$ cat config.mk
export PLATFORM = sky130hd
export DESIGN_NAME = rf_wb_arbiter_flat
export DESIGN_NICKNAME = d
export VERILOG_FILES = /design/src/rtl/rf_wb_arbiter_if.sv /design/src/rtl/rf_wb_arbiter.sv /design/src/flat_wrapper.sv
export SDC_FILE = /design/constraint.sdc
export NUM_CORES = 1
export LEC_CHECK = 0
export BUFFER_PORTS_ARGS = -buffer_cell sky130_fd_sc_hd__buf_2
export CAP_MARGIN = 20
export CORE_ASPECT_RATIO = 0.8
export CORE_MARGIN = 5
export CORE_UTILIZATION = 55
export DETAILED_ROUTE_END_ITERATION = 10
export PLACE_DENSITY = 0.82
export SETUP_SLACK_MARGIN = 0.15
export SYNTH_ARGS = -nofsm -noshare
export SYNTH_HDL_FRONTEND = slang
export SYNTH_SLANG_ARGS = --single-unit
$ cat constraint.sdc
create_clock -name WBA_clk -period 5.5 [get_ports WBA_clk]
set_clock_uncertainty 0.05 [all_clocks]
set_input_delay 1.1 -clock WBA_clk [delete_from_list [all_inputs] [get_ports WBA_clk]]
set_output_delay 1.1 -clock WBA_clk [all_outputs]
set_load 0.02 [all_outputs]
$ cat src/rtl/rf_wb_arbiter_if.sv
// Write-back bus between the producers/issue stage and the register-file arbiter.
// master = producers and issue stage; slave = arbiter.
interface rf_wb_arbiter_if #(
  parameter int NREQ = 3,
  parameter int DW   = 32,
  parameter int AW   = 5
);
  logic [NREQ-1:0]    req_valid;
  logic [NREQ-1:0]    req_ready;
  logic [NREQ*AW-1:0] req_addr;
  logic [NREQ*DW-1:0] req_data;
  logic               claim_valid;
  logic [AW-1:0]      claim_addr;
  logic               claim_ready;
  logic [AW-1:0]      Rdc;
  logic [DW-1:0]      Rd;
  logic               RF_W;
  logic [(1<<AW)-1:0] busy;
  logic               sb_err;

  modport master (
    output req_valid, req_addr, req_data, claim_valid, claim_addr,
    input  req_ready, claim_ready, Rdc, Rd, RF_W, busy, sb_err
  );
  modport slave (
    input  req_valid, req_addr, req_data, claim_valid, claim_addr,
    output req_ready, claim_ready, Rdc, Rd, RF_W, busy, sb_err
  );
endinterface

$ cat src/rtl/rf_wb_arbiter.sv
// Round-robin write-back arbiter for the single RF write port, plus a
// per-register 2-bit pending-write scoreboard driving the busy vector.

module rf_wb_sb_cnt (
  input  logic clk,
  input  logic rst_n,
  input  logic inc,
  input  logic dec,
  output logic busy,
  output logic full,
  output logic uflow
);
  logic [1:0] cnt;

  assign busy  = (cnt != 2'd0);
  assign full  = (cnt == 2'd3);
  // A simultaneous claim and commit cancel out, so only a lone commit can underflow.
  assign uflow = dec & ~inc & (cnt == 2'd0);

  always_ff @(posedge clk or negedge rst_n) begin
    if (!rst_n)                           cnt <= 2'd0;
    else if (inc & ~dec & (cnt != 2'd3))  cnt <= cnt + 2'd1;
    else if (dec & ~inc & (cnt != 2'd0))  cnt <= cnt - 2'd1;
  end
endmodule

module rf_wb_arbiter #(
  parameter int NREQ = 3,
  parameter int DW   = 32,
  parameter int AW   = 5
) (
  input  logic             WBA_clk,
  input  logic             WBA_rst_n,
  input  logic             WBA_ena,
  rf_wb_arbiter_if.slave   bus
);
  localparam int NR = 1 << AW;
  localparam int PW = $clog2(NREQ);

  logic [PW-1:0]   ptr, win;
  logic [NREQ-1:0] gnt;
  logic            hs;
  logic [AW-1:0]   sel_addr;
  logic [DW-1:0]   sel_data;
  logic            rf_w_q;
  logic [AW-1:0]   rdc_q;
  logic [DW-1:0]   rd_q;
  logic            sb_err_q;
  logic            claim_ok;
  logic [NR-1:0]   inc, dec, busy_r, full, uflow;

  // Cyclic first-valid search starting at ptr; a grant is always a handshake.
  always_comb begin
    int idx;
    gnt = '0;
    win = '0;
    hs  = 1'b0;
    for (int k = 0; k < NREQ; k++) begin
      idx = int'(ptr) + k;
      if (idx >= NREQ) idx = idx - NREQ;
      if (!hs && bus.req_valid[idx]) begin
        hs       = 1'b1;
        gnt[idx] = 1'b1;
        win      = idx[PW-1:0];
      end
    end
    if (!WBA_ena || !WBA_rst_n) begin
      gnt = '0;
      hs  = 1'b0;
    end
  end

  always_comb begin
    sel_addr = '0;
    sel_data = '0;
    for (int i = 0; i < NREQ; i++)
      if (gnt[i]) begin
        sel_addr = bus.req_addr[i*AW +: AW];
        sel_data = bus.req_data[i*DW +: DW];
      end
  end

  always_ff @(posedge WBA_clk or negedge WBA_rst_n) begin
    if (!WBA_rst_n) begin
      ptr    <= '0;
      rf_w_q <= 1'b0;
      rdc_q  <= '0;
      rd_q   <= '0;
    end else if (hs) begin
      ptr    <= (win == PW'(NREQ-1)) ? '0 : win + 1'b1;
      rf_w_q <= (sel_addr != '0);
      rdc_q  <= sel_addr;
      rd_q   <= sel_data;
    end else begin
      rf_w_q <= 1'b0;
    end
  end

  assign bus.req_ready   = gnt;
  assign bus.Rdc         = rdc_q;
  assign bus.Rd          = rd_q;
  assign bus.RF_W        = rf_w_q;
  assign bus.claim_ready = WBA_ena & WBA_rst_n &
                           ((bus.claim_addr == '0) | ~full[bus.claim_addr]);
  assign claim_ok        = bus.claim_valid & bus.claim_ready;

  // r0 is never claimed nor committed, so its counter stays at zero.
  for (genvar r = 0; r < NR; r++) begin : g_sb
    assign inc[r] = claim_ok && (r != 0) && (bus.claim_addr == AW'(r));
    assign dec[r] = rf_w_q && (rdc_q == AW'(r));
    rf_wb_sb_cnt u_cnt (
      .clk   (WBA_clk),
      .rst_n (WBA_rst_n),
      .inc   (inc[r]),
      .dec   (dec[r]),
      .busy  (busy_r[r]),
      .full  (full[r]),
      .uflow (uflow[r])
    );
  end

  always_ff @(posedge WBA_clk or negedge WBA_rst_n) begin
    if (!WBA_rst_n) sb_err_q <= 1'b0;
    else if (|uflow) sb_err_q <= 1'b1;
  end

  assign bus.busy   = busy_r;
  assign bus.sb_err = sb_err_q;
endmodule

$ cat src/flat_wrapper.sv
// flat-port wrapper written by rule: the top's interface ports become plain ports
module rf_wb_arbiter_flat 
#(
  parameter int NREQ = 3,
  parameter int DW   = 32,
  parameter int AW   = 5
)
  (WBA_clk, WBA_rst_n, WBA_ena, bus_req_valid, bus_req_addr, bus_req_data, bus_claim_valid, bus_claim_addr, bus_req_ready, bus_claim_ready, bus_Rdc, bus_Rd, bus_RF_W, bus_busy, bus_sb_err);
  rf_wb_arbiter_if #(.NREQ(NREQ), .DW(DW), .AW(AW)) bus_i ();
  input  logic WBA_clk;
  input  logic WBA_rst_n;
  input  logic WBA_ena;
  input wire logic [$bits(bus_i.req_valid)-1:0] bus_req_valid;
  input wire logic [$bits(bus_i.req_addr)-1:0] bus_req_addr;
  input wire logic [$bits(bus_i.req_data)-1:0] bus_req_data;
  input wire logic [$bits(bus_i.claim_valid)-1:0] bus_claim_valid;
  input wire logic [$bits(bus_i.claim_addr)-1:0] bus_claim_addr;
  output wire logic [$bits(bus_i.req_ready)-1:0] bus_req_ready;
  output wire logic [$bits(bus_i.claim_ready)-1:0] bus_claim_ready;
  output wire logic [$bits(bus_i.Rdc)-1:0] bus_Rdc;
  output wire logic [$bits(bus_i.Rd)-1:0] bus_Rd;
  output wire logic [$bits(bus_i.RF_W)-1:0] bus_RF_W;
  output wire logic [$bits(bus_i.busy)-1:0] bus_busy;
  output wire logic [$bits(bus_i.sb_err)-1:0] bus_sb_err;
  assign bus_i.req_valid = bus_req_valid;
  assign bus_i.req_addr = bus_req_addr;
  assign bus_i.req_data = bus_req_data;
  assign bus_i.claim_valid = bus_claim_valid;
  assign bus_i.claim_addr = bus_claim_addr;
  assign bus_req_ready = bus_i.req_ready;
  assign bus_claim_ready = bus_i.claim_ready;
  assign bus_Rdc = bus_i.Rdc;
  assign bus_Rd = bus_i.Rd;
  assign bus_RF_W = bus_i.RF_W;
  assign bus_busy = bus_i.busy;
  assign bus_sb_err = bus_i.sb_err;
  rf_wb_arbiter #(.NREQ(NREQ), .DW(DW), .AW(AW)) u_core (.WBA_clk(WBA_clk), .WBA_rst_n(WBA_rst_n), .WBA_ena(WBA_ena), .bus(bus_i));
endmodule
==> results of run 1 <==
==> sequential cells by signal (all words and copies together) (netlist names) <==
register               flops
u_core.g_sb.u_cnt.cnt     64
u_core.bus.Rd             32
u_core.bus.Rdc             5
u_core.ptr                 2
u_core.bus.RF_W            1
u_core.bus.sb_err          1
==> routing by layer <==
layer | part of all wire (%) | global-route usage [%]
met2 | 45 | 45.1
met5 | 0 | 0
met3 | 10 | 5.89
met1 | 44 | 44.2
met4 | 1.6 | 6.52
==> cell usage after synthesis (4+ instances only) <==
cell / number
mux2_2: 4
nand2_1: 163
nor3_1: 29
or2_2: 28
and3_1: 5
nor2_1: 72
a22oi_1: 5
nand3_1: 26
o21ai_0: 94
buf_2: 18
a311oi_1: 6
dfrtp_1: 105
ha_1: 6
o211ai_1: 11
nand4_1: 12
or3_1: 13
o21a_1: 8
o41ai_1: 4
a21oi_1: 95
nor3b_1: 6
a31oi_1: 12
nor2b_1: 15
nand2b_1: 5
inv_1: 33
buf_4: 33
nand3b_1: 6
o31ai_1: 13
clkbuf_1: 33
o311ai_0: 9
and2_1: 11
or4_1: 5
a221oi_1: 15
or3b_2: 19
mux2i_1: 8
a211oi_1: 6
a21o_1: 9
==> final cells by class <==
type	count	area [sq um]	share of cell area [%]
Clock buffer	9	225	2.50
Clock inverter	7	60.1	0.668
Inverter	33	124	1.38
Multi-Input combinational cell	784	4610	51.3
Sequential cell	105	2630	29.2
Tap cell	180	225	2.50
Timing Repair Buffer	211	1120	12.4
==> how the worst max path moves through the flow <==
| stage | start | to | slack [ps] | cells after the start |
|---|---|---|---|---|
| 5_1_grt | u_core.ptr[0]$_DFFE_PN0P_ | bus_req_ready[2] | 690 | 10 |
| 3_3_place_gp | bus_claim_addr[0] | bus_claim_ready | 870 | 7 |
| 6_report | bus_claim_addr[0] | bus_claim_ready | 750 | 7 |
| 3_5_place_dp | bus_claim_addr[0] | bus_claim_ready | 790 | 7 |
| 4_1_cts | bus_claim_addr[0] | bus_claim_ready | 790 | 7 |
| 2_1_floorplan | bus_req_valid[2] | bus_req_ready[2] | 1420 | 8 |
==> power groups by stage <==
| stage | logic [W] | clock network [W] | registers, W |
|---|---|---|---|
| 2_1_floorplan | 0.00113 | 0 | 0.00129 |
| 3_3_place_gp | 0.00166 | 0 | 0.00121 |
| 3_5_place_dp | 0.00169 | 0 | 0.00121 |
| 4_1_cts | 0.00169 | 0.000648 | 0.00120 |
| 5_1_grt | 0.00188 | 0.000680 | 0.00125 |
| 6_report | 0.00172 | 0.000636 | 0.00121 |
==> stage by stage <==
stage                     cells  area (sq um)
after detailed placement   1311          8670
after floorplan            1009          7790
after CTS                  1327          8950
after global placement     1311          8670
after global routing       1329          8990
final                      1329          8990
==> logic make-up after synthesis <==
kind of cell,after synthesis
buf+inv,120
xor+xnor,2
flops,105
compound gates,324
fa+ha+maj,6
mux,16
simple gates,436
==> tightest hold or removal path: stages (launching register included) <==
cell and delay, ps:
dfrtp_1 340, nand2_1 40, o21ai_0 60
==> run_results.csv, run 1 <==
group,metric,value,unit
drt,wire_per_inst,18.6,microns
synth,ys_warn_count,0,
final_layout,final_common_cell,"buf_2",
min_path,hold_start,"u_core.bus.Rd[1]$_DFFE_PN0P_",
synth,yosys.area.top_type,"dfrtp_1",
final_layout,drive_above_1_share,25.8,%
sta,fmax,211,MHz
power,p_sw,0.00166,W
synth,ys_top_cells_by_area,"dfrtp_1 34%, nand2_1 7.8%, a21oi_1 6.1%, o21ai_0 6.0%, nor2_1 3.5%",
outcome,outcome,"finished, final reports clean",
drt,firstDrtPassIters,6,
placement,gp_congestion,0.981,
setup_path,critPathKind,"in2out",
synth,synth_xor_area_share,0.225,%
sta,fin_ws,753,ps
synth,synth_area,7790,sq um
final_layout,synthToLayoutAreaGrowth,15.3,%
sta,finalSetupTns,0,ps
global_routing,grt_pass1_vias,7569,
placement,dpl.hpwl,19200,microns
run,maxCapViolCount,0,
final_layout,post-route-util,65.4,%
drt,initialDrtViolationCount,1058,
power,finalPower,0.00357,W
setup_path,timing.rr.start,"u_core.ptr[0]$_DFFE_PN0P_",
global_routing,grt-ovfl-total,0,
synth,synth_top_family_by_area,"simple AND/OR/NAND/NOR gates",
power,p_sw_share,46.6,%
sta,slew_viol_final,0,
setup_path,crit_path_cell_trace,"buf_2, mux4_2, a22o_1, nor3_1, nand2b_1, inv_1, buf_2",
synth,synth.distinct_cells,74,
power,irDropWorstVdd,0.232,mV
synth,synth_top_area_share,33.7,%
synth,syn_area_per_cell,7.73,sq um
synth,synth-main-ff-cell,"dfrtp_1",
setup_path,slowest_delay,720,ps
power,leakagePower,4.05,nW
sta,max_slew_margin,28.1,%
drt,num_vias,8293,
min_path,holdPathEnd,"u_core.bus.Rd[1]$_DFFE_PN0P_",
synth,synth.area.mux_share,2.65,%
global_routing,grt_pass1_wl,39300,microns
setup_path,worst_path_most_repeated_cell,"buf_2",
setup_path,crit_arrival,3600,ps
clock_tree,cts_buffers,9,
power,seqPwrFrac,33.9,%
clock_tree,ctsHoldBuffers,0,
sta,setup_viol,0,
final_layout,nNetsFinal,1273,
setup_path,path_buf_inv,3,
floorplan,die_h,116,microns
clock_tree,cts_root_buf,"clkbuf_16",
synth,syn_nets,1138,
synth,synth-simple-area-share,28.3,%
synth,postSynthCellCount,1009,
clock_tree,clock_latency,350,ps
floorplan,die_area,16700,sq um
power,power_frac_comb,48.3,%
clock_tree,clk_pin_slew_worst_paths,80,ps
min_path,hold-path-cell-count,2,
sta,fin_crit,4750,ps
drt,antenna_left,0,
setup_path,required,4350,ps
synth,synth_compound_gate_area_share,26.4,%
global_routing,grt_max_degree,70,
setup_path,crit_family,"simple AND/OR/NAND/NOR gates",
sta,hold_viol,0,
floorplan,rows,38,
placement,port-buffer-count,197,
setup_path,startpoint_type,"primary input",
setup_path,reg2reg_slack,1320,ps
clock_tree,cts.sinks,105,
min_path,min_path_type,"reg2reg",
final_layout,fillCellCount,1256,
synth,synth_edf_count,0,
setup_path,end_kind,"output port",
drt,wl,24800,microns
synth,async_reset_ff_share,100,%
synth,synth-seq-area-share,33.7,%
floorplan,io_pins,198,
setup_path,reg2regPathDepth,12,
placement,place_ws,794,ps
sta,tightest_slew,1070,ps
synth,yosys.area_share.adder,0.963,%
final_layout,diodes,0,
floorplan,die_w,143,microns
floorplan,start_util,56.7,%
setup_path,critPathMaxFanout,25,
clock_tree,postCtsSetupBuffers,0,
sta,grt_setup_unrepaired,"no",
sta,whs,426,ps
power,clock_power_share,17.8,%
clock_tree,clk_path_buf_depth,2,
clock_tree,htree_levels,3,
clock_tree,ctsResizeCount,0,
sta,finalCritPeriodShare,86.3,%
clock_tree,cts_tree,"built",
setup_path,worst_path_max_delay_cell,"nor3_1",
synth,synth-seq-cells,105,
power,power_density,397,nW/um^2
power,power.internal,0.00191,W
final_layout,final_cell_mix,"196 x buf_2, 163 x nand2_1, 105 x dfrtp_1",
floorplan,design.core.area,13700,sq um
setup_path,rr_endpoint,"u_core.bus.RF_W$_DFF_PN0_",
global_routing,grtUsageTotal,29.7,%
drt,viasPerCell,6.24,
global_routing,antenna_found_initial,0,
drt,drc,0,
Note: power is estimated with default switching activity, not from simulation.
==> run 2: changes to the inputs <==
--- a/config.mk
+++ b/config.mk
@@ -12,6 +12,7 @@
 export CORE_UTILIZATION = 55
 export DETAILED_ROUTE_END_ITERATION = 10
 export PLACE_DENSITY = 0.82
+export REMOVE_ABC_BUFFERS = 1
 export SETUP_SLACK_MARGIN = 0.15
 export SYNTH_ARGS = -nofsm -noshare
 export SYNTH_HDL_FRONTEND = slang
==> run_results.csv, run 2 (synthesis gave the netlist of run 1 again) <==
group,metric,value,unit
outcome,outcome,"finished, final reports clean",
min_path,hold-path-cell-count,2,
floorplan,io_pins,198,
setup_path,reg2reg_slack,1620,ps
floorplan,start_util,56.7,%
final_layout,nNetsFinal,1270,
power,irDropWorstVdd,0.276,mV
sta,slew_viol_final,0,
global_routing,antenna_found_initial,0,
min_path,holdPathEnd,"u_core.bus.Rd[31]$_DFFE_PN0P_",
min_path,hold_start,"u_core.bus.Rd[31]$_DFFE_PN0P_",
sta,finalCritPeriodShare,86.7,%
clock_tree,cts.sinks,105,
setup_path,worst_path_most_repeated_cell,"buf_2",
power,seqPwrFrac,33.9,%
placement,gp_congestion,1.00,
clock_tree,clk_pin_slew_worst_paths,70,ps
placement,dpl.hpwl,19200,microns
clock_tree,postCtsSetupBuffers,0,
final_layout,final_cell_mix,"196 x buf_2, 163 x nand2_1, 105 x dfrtp_1",
sta,grt_setup_unrepaired,"no",
sta,max_slew_margin,28.6,%
power,p_sw_share,46.6,%
setup_path,crit_arrival,3620,ps
sta,hold_viol,0,
drt,num_vias,8342,
setup_path,crit_cells,7,
drt,drc,0,
clock_tree,ctsHoldBuffers,0,
drt,wl,25300,microns
final_layout,largest_reg_flops,64,
clock_tree,cts_root_buf,"clkbuf_16",
min_path,min_path_type,"reg2reg",
power,p_sw,0.00166,W
clock_tree,cts_tree,"built",
power,power_density,398,nW/um^2
setup_path,critPathMaxFanout,25,
drt,wire_per_inst,19.1,microns
sta,fin_crit,4770,ps
setup_path,startpoint_type,"primary input",
final_layout,diodes,0,
clock_tree,htree_levels,3,
setup_path,end_kind,"output port",
power,clock_power_share,17.9,%
power,power_frac_comb,48.1,%
final_layout,fillCellCount,1209,
final_layout,final_common_cell,"buf_2",
setup_path,path_buf_inv,3,
clock_tree,clk_path_buf_depth,2,
setup_path,critPathKind,"in2out",
global_routing,grt-ovfl-total,0,
drt,initialDrtViolationCount,1325,
drt,firstDrtPassIters,6,
floorplan,die_h,116,microns
final_layout,synthToLayoutAreaGrowth,14.8,%
clock_tree,clock_latency,360,ps
drt,viasPerCell,6.29,
power,leakagePower,4.03,nW
setup_path,crit_family,"simple AND/OR/NAND/NOR gates",
clock_tree,cts_buffers,9,
floorplan,rows,38,
final_layout,top_register,"u_core.g_sb.u_cnt.cnt",
clock_tree,ctsResizeCount,0,
power,power.internal,0.00190,W
sta,setup_viol,0,
final_layout,drive_above_1_share,25.7,%
floorplan,die_w,143,microns
global_routing,grt_pass1_vias,7561,
setup_path,worst_path_max_delay_cell,"nor3_1",
setup_path,slowest_delay,740,ps
setup_path,crit_path_cell_trace,"buf_2, mux4_2, a22o_1, nor3_1, nand2b_1, inv_1, buf_2",
drt,antenna_left,0,
sta,fmax,210,MHz
global_routing,grt_max_degree,69,
run,maxCapViolCount,0,
floorplan,design.core.area,13700,sq um
setup_path,required,4350,ps
setup_path,timing.rr.start,"u_core.ptr[0]$_DFFE_PN0P_",
final_layout,post-route-util,65.1,%
global_routing,grt_pass1_wl,39500,microns
sta,finalSetupTns,0,ps
sta,tightest_slew,1070,ps
setup_path,reg2regPathDepth,12,
floorplan,die_area,16700,sq um
global_routing,grtUsageTotal,30.0,%
setup_path,rr_endpoint,"u_core.bus.RF_W$_DFF_PN0_",
placement,port-buffer-count,197,
[run 2: changes by cell type in the layout (fill, tap and decap cells not counted), sizes merged]
cell,before,now
inv,37,35
clkinvlp,2,0
buf,211,208
clkinv,1,5
[run 2: worst min-delay path, delay by kind of cell, from the launching register on]
kind	cells	cell delay [ps]
flops	1	340
compound gates	1	60
simple gates	1	40
[run 2: worst max path at each step]
stage                            from  slack, ps                to
floorplan            bus_req_valid[2]       -230  bus_req_ready[2]
global placement    bus_claim_addr[0]        940   bus_claim_ready
detailed placement  bus_claim_addr[0]        780   bus_claim_ready
CTS                 bus_claim_addr[0]        760   bus_claim_ready
global route        bus_claim_addr[0]        630   bus_claim_ready
finish              bus_claim_addr[0]        730   bus_claim_ready
[run 2: area by class of cell]
class | count | area [sq um] | area share, %
timing repair buffer | 208 | 1070 | 12.0
tap | 180 | 225 | 2.52
inverter | 33 | 124 | 1.38
multi-input combinational | 784 | 4610 | 51.5
clock inverter | 7 | 62.6 | 0.699
sequential | 105 | 2630 | 29.4
clock buffer | 9 | 225 | 2.52
[run 2: per-layer routing]
metal,track usage [%],share of wire (%),up-vias
li1,-,-,3914
met1,42.7,42,3850
met2,45.7,44,497
met3,7.49,11,81
met4,8.42,2.8,0
met5,0,0,-
[run 2: power by group through the flow]
stage	Combinational [W]	Sequential (W)	Clock (W)
floorplan	0.000972	0.00130	0
global placement	0.00166	0.00121	0
detailed placement	0.00169	0.00121	0
CTS	0.00170	0.00120	0.000648
global route	0.00186	0.00124	0.000680
finish	0.00171	0.00121	0.000639
[run 2: through the flow]
stage	setup WS [ps]	hold slack, ps	instances	power, W	cell area (sq um)
floorplan	-229	420	922	0.00227	7310
global placement	945	409	1310	0.00287	8660
detailed placement	776	416	1310	0.00290	8660
CTS	763	434	1326	0.00355	8950
global route	632	454	1326	0.00378	8950
finish	730	426	1326	0.00356	8950
==> run 3: changes to the inputs <==
--- a/config.mk
+++ b/config.mk
@@ -11,9 +11,10 @@
 export CORE_MARGIN = 5
 export CORE_UTILIZATION = 55
 export DETAILED_ROUTE_END_ITERATION = 10
-export PLACE_DENSITY = 0.82
+export PLACE_DENSITY_LB_ADDON = 0.1
 export REMOVE_ABC_BUFFERS = 1
 export SETUP_SLACK_MARGIN = 0.15
 export SYNTH_ARGS = -nofsm -noshare
 export SYNTH_HDL_FRONTEND = slang
 export SYNTH_SLANG_ARGS = --single-unit
+export TNS_END_PERCENT = 5
==> run_results.csv, run 3 (synthesis gave the netlist of run 1 again) <==
group,metric,value,unit
outcome,outcome,"finished, final reports clean",
setup_path,crit_path_cell_trace,"inv_1, ha_1, mux2_2, mux2i_2, a21oi_1, o41ai_2, buf_4, nand2_1, inv_1, buf_2",
final_layout,final_common_cell,"buf_2",
clock_tree,cts_buffers,9,
clock_tree,cts.sinks,105,
drt,viasPerCell,6.25,
setup_path,reg2regPathDepth,12,
setup_path,critPathMaxFanout,20,
setup_path,critPathKind,"reg2out",
placement,port-buffer-count,197,
drt,initialDrtViolationCount,1097,
setup_path,timing.rr.start,"u_core.ptr[0]$_DFFE_PN0P_",
clock_tree,ctsHoldBuffers,0,
power,irDropWorstVdd,0.258,mV
drt,wire_per_inst,19.3,microns
setup_path,crit_end,"bus_req_ready[2]",
sta,max_slew_margin,27.3,%
setup_path,required,4350,ps
drt,firstDrtPassIters,6,
final_layout,multi_input_area,4610,sq um
setup_path,rr_endpoint,"u_core.bus.RF_W$_DFF_PN0_",
clock_tree,clk_pin_slew_worst_paths,70,ps
setup_path,crit_arrival,3370,ps
sta,fin_crit,4520,ps
clock_tree,cts_root_buf,"clkbuf_16",
final_layout,fillCellCount,1237,
drt,drc,0,
placement,gp_congestion,1.02,
final_layout,drive_above_1_share,25.7,%
power,power_density,401,nW/um^2
placement,place_ws,1010,ps
floorplan,die_h,116,microns
clock_tree,htree_levels,3,
global_routing,antenna_found_initial,1,
sta,fin_ws,981,ps
global_routing,grt_pass1_vias,7555,
setup_path,end_kind,"output port",
floorplan,io_pins,198,
final_layout,final_cell_mix,"196 x buf_2, 163 x nand2_1, 105 x dfrtp_1",
sta,slew_viol_final,0,
min_path,min_path_type,"reg2reg",
floorplan,design.core.area,13700,sq um
sta,setup_viol,0,
clock_tree,clock_latency,370,ps
sta,hold_viol,0,
sta,tightest_slew,1080,ps
final_layout,largest_reg_flops,64,
final_layout,regArea,2630,sq um
final_layout,nNetsFinal,1271,
final_layout,synthToLayoutAreaGrowth,15.1,%
setup_path,reg2reg_slack,1410,ps
floorplan,die_w,143,microns
clock_tree,clk_path_buf_depth,2,
clock_tree,ctsResizeCount,0,
drt,num_vias,8291,
global_routing,grt_max_degree,69,
floorplan,die_area,16700,sq um
sta,finalCritPeriodShare,82.2,%
power,leakagePower,4.04,nW
clock_tree,postCtsSetupBuffers,0,
setup_path,worst_path_max_delay_cell,"mux2i_2",
final_layout,diodes,0,
drt,antenna_left,0,
global_routing,grtUsageTotal,30.7,%
setup_path,worst_path_most_repeated_cell,"inv_1",
floorplan,rows,38,
floorplan,start_util,56.7,%
setup_path,slowest_delay,430,ps
final_layout,post-route-util,65.3,%
setup_path,startpoint_type,"register",
drt,wl,25600,microns
sta,fmax,221,MHz
setup_path,crit_family,"multiplexers",
setup_path,timing.critical_path.from,"u_core.ptr[0]$_DFFE_PN0P_",
global_routing,grt_pass1_wl,40000,microns
sta,grt_setup_unrepaired,"no",
run,maxCapViolCount,0,
setup_path,path_buf_inv,4,
clock_tree,cts_tree,"built",
placement,dpl.hpwl,19600,microns
setup_path,crit_cells,10,
final_layout,top_register,"u_core.g_sb.u_cnt.cnt",
global_routing,grt-ovfl-total,0,
sta,whs,425,ps
==> run 3: changes by cell type in the layout (fill, tap and decap cells not counted) <==
cell / before / now
inv_6: 0 / 1
inv_8: 2 / 0
bufinv_16: 0 / 1
clkinvlp_4: 0 / 1
clkbuf_8: 0 / 2
clkinv_4: 4 / 0
buf_4: 12 / 13
==> run 3: layer usage <==
layer / part of all wire (%) / up-vias / GRT usage, %
li1: - / 3908 / -
met1: 44 / 3884 / 45.1
met2: 43 / 431 / 44.7
met3: 11 / 66 / 9.05
met4: 2.1 / 2 / 7.54
met5: 0.051 / - / 0
==> run 3: metrics by stage <==
stage	cells	instance area (sq um)	power (W)	TNS (ps)
after floorplan	922	7310	0.00227	-252
after global placement	1311	8670	0.00289	0
after detailed placement	1311	8670	0.00291	0
after CTS	1326	8970	0.00359	0
after global routing	1326	8970	0.00383	0
final	1326	8970	0.00360	0
==> run 3: worst min-delay path, cell delays in order (launching register included) <==
cell and delay, ps:
dfrtp_1 340, nand2_1 40, o21ai_0 60
==> run 3: power by group <==
part	switching (W)	internal [W]	leakage (nW)
sequential	0.000238	0.000983	1.36
clock	0.000295	0.000376	0.148
combinational	0.00111	0.000598	2.54
total	0.00164	0.00196	4.04
==> run 3: cell type report <==
cell class | instances | share of cell area, %
Multi-Input combinational cell | 784 | 51.4
Sequential cell | 105 | 29.3
Timing Repair Buffer | 209 | 12.0
Clock buffer | 11 | 2.82
Tap cell | 180 | 2.51
Inverter | 33 | 1.38
Clock inverter | 4 | 0.572
==> run 3: worst min path at each step <==
stage	start	to	slack, ps	depth (start not counted)
after CTS	u_core.bus.Rd[17]$_DFFE_PN0P_	u_core.bus.Rd[17]$_DFFE_PN0P_	430	2
after floorplan	u_core.g_sb[31].u_cnt.cnt[0]$_DFFE_PN0P_	u_core.g_sb[31].u_cnt.cnt[0]$_DFFE_PN0P_	420	1
after detailed placement	u_core.bus.Rd[17]$_DFFE_PN0P_	u_core.bus.Rd[17]$_DFFE_PN0P_	410	2
after global placement	u_core.bus.Rd[17]$_DFFE_PN0P_	u_core.bus.Rd[17]$_DFFE_PN0P_	410	2
after global routing	u_core.bus.Rd[2]$_DFFE_PN0P_	u_core.bus.Rd[2]$_DFFE_PN0P_	440	2
final	u_core.bus.Rd[17]$_DFFE_PN0P_	u_core.bus.Rd[17]$_DFFE_PN0P_	420	2
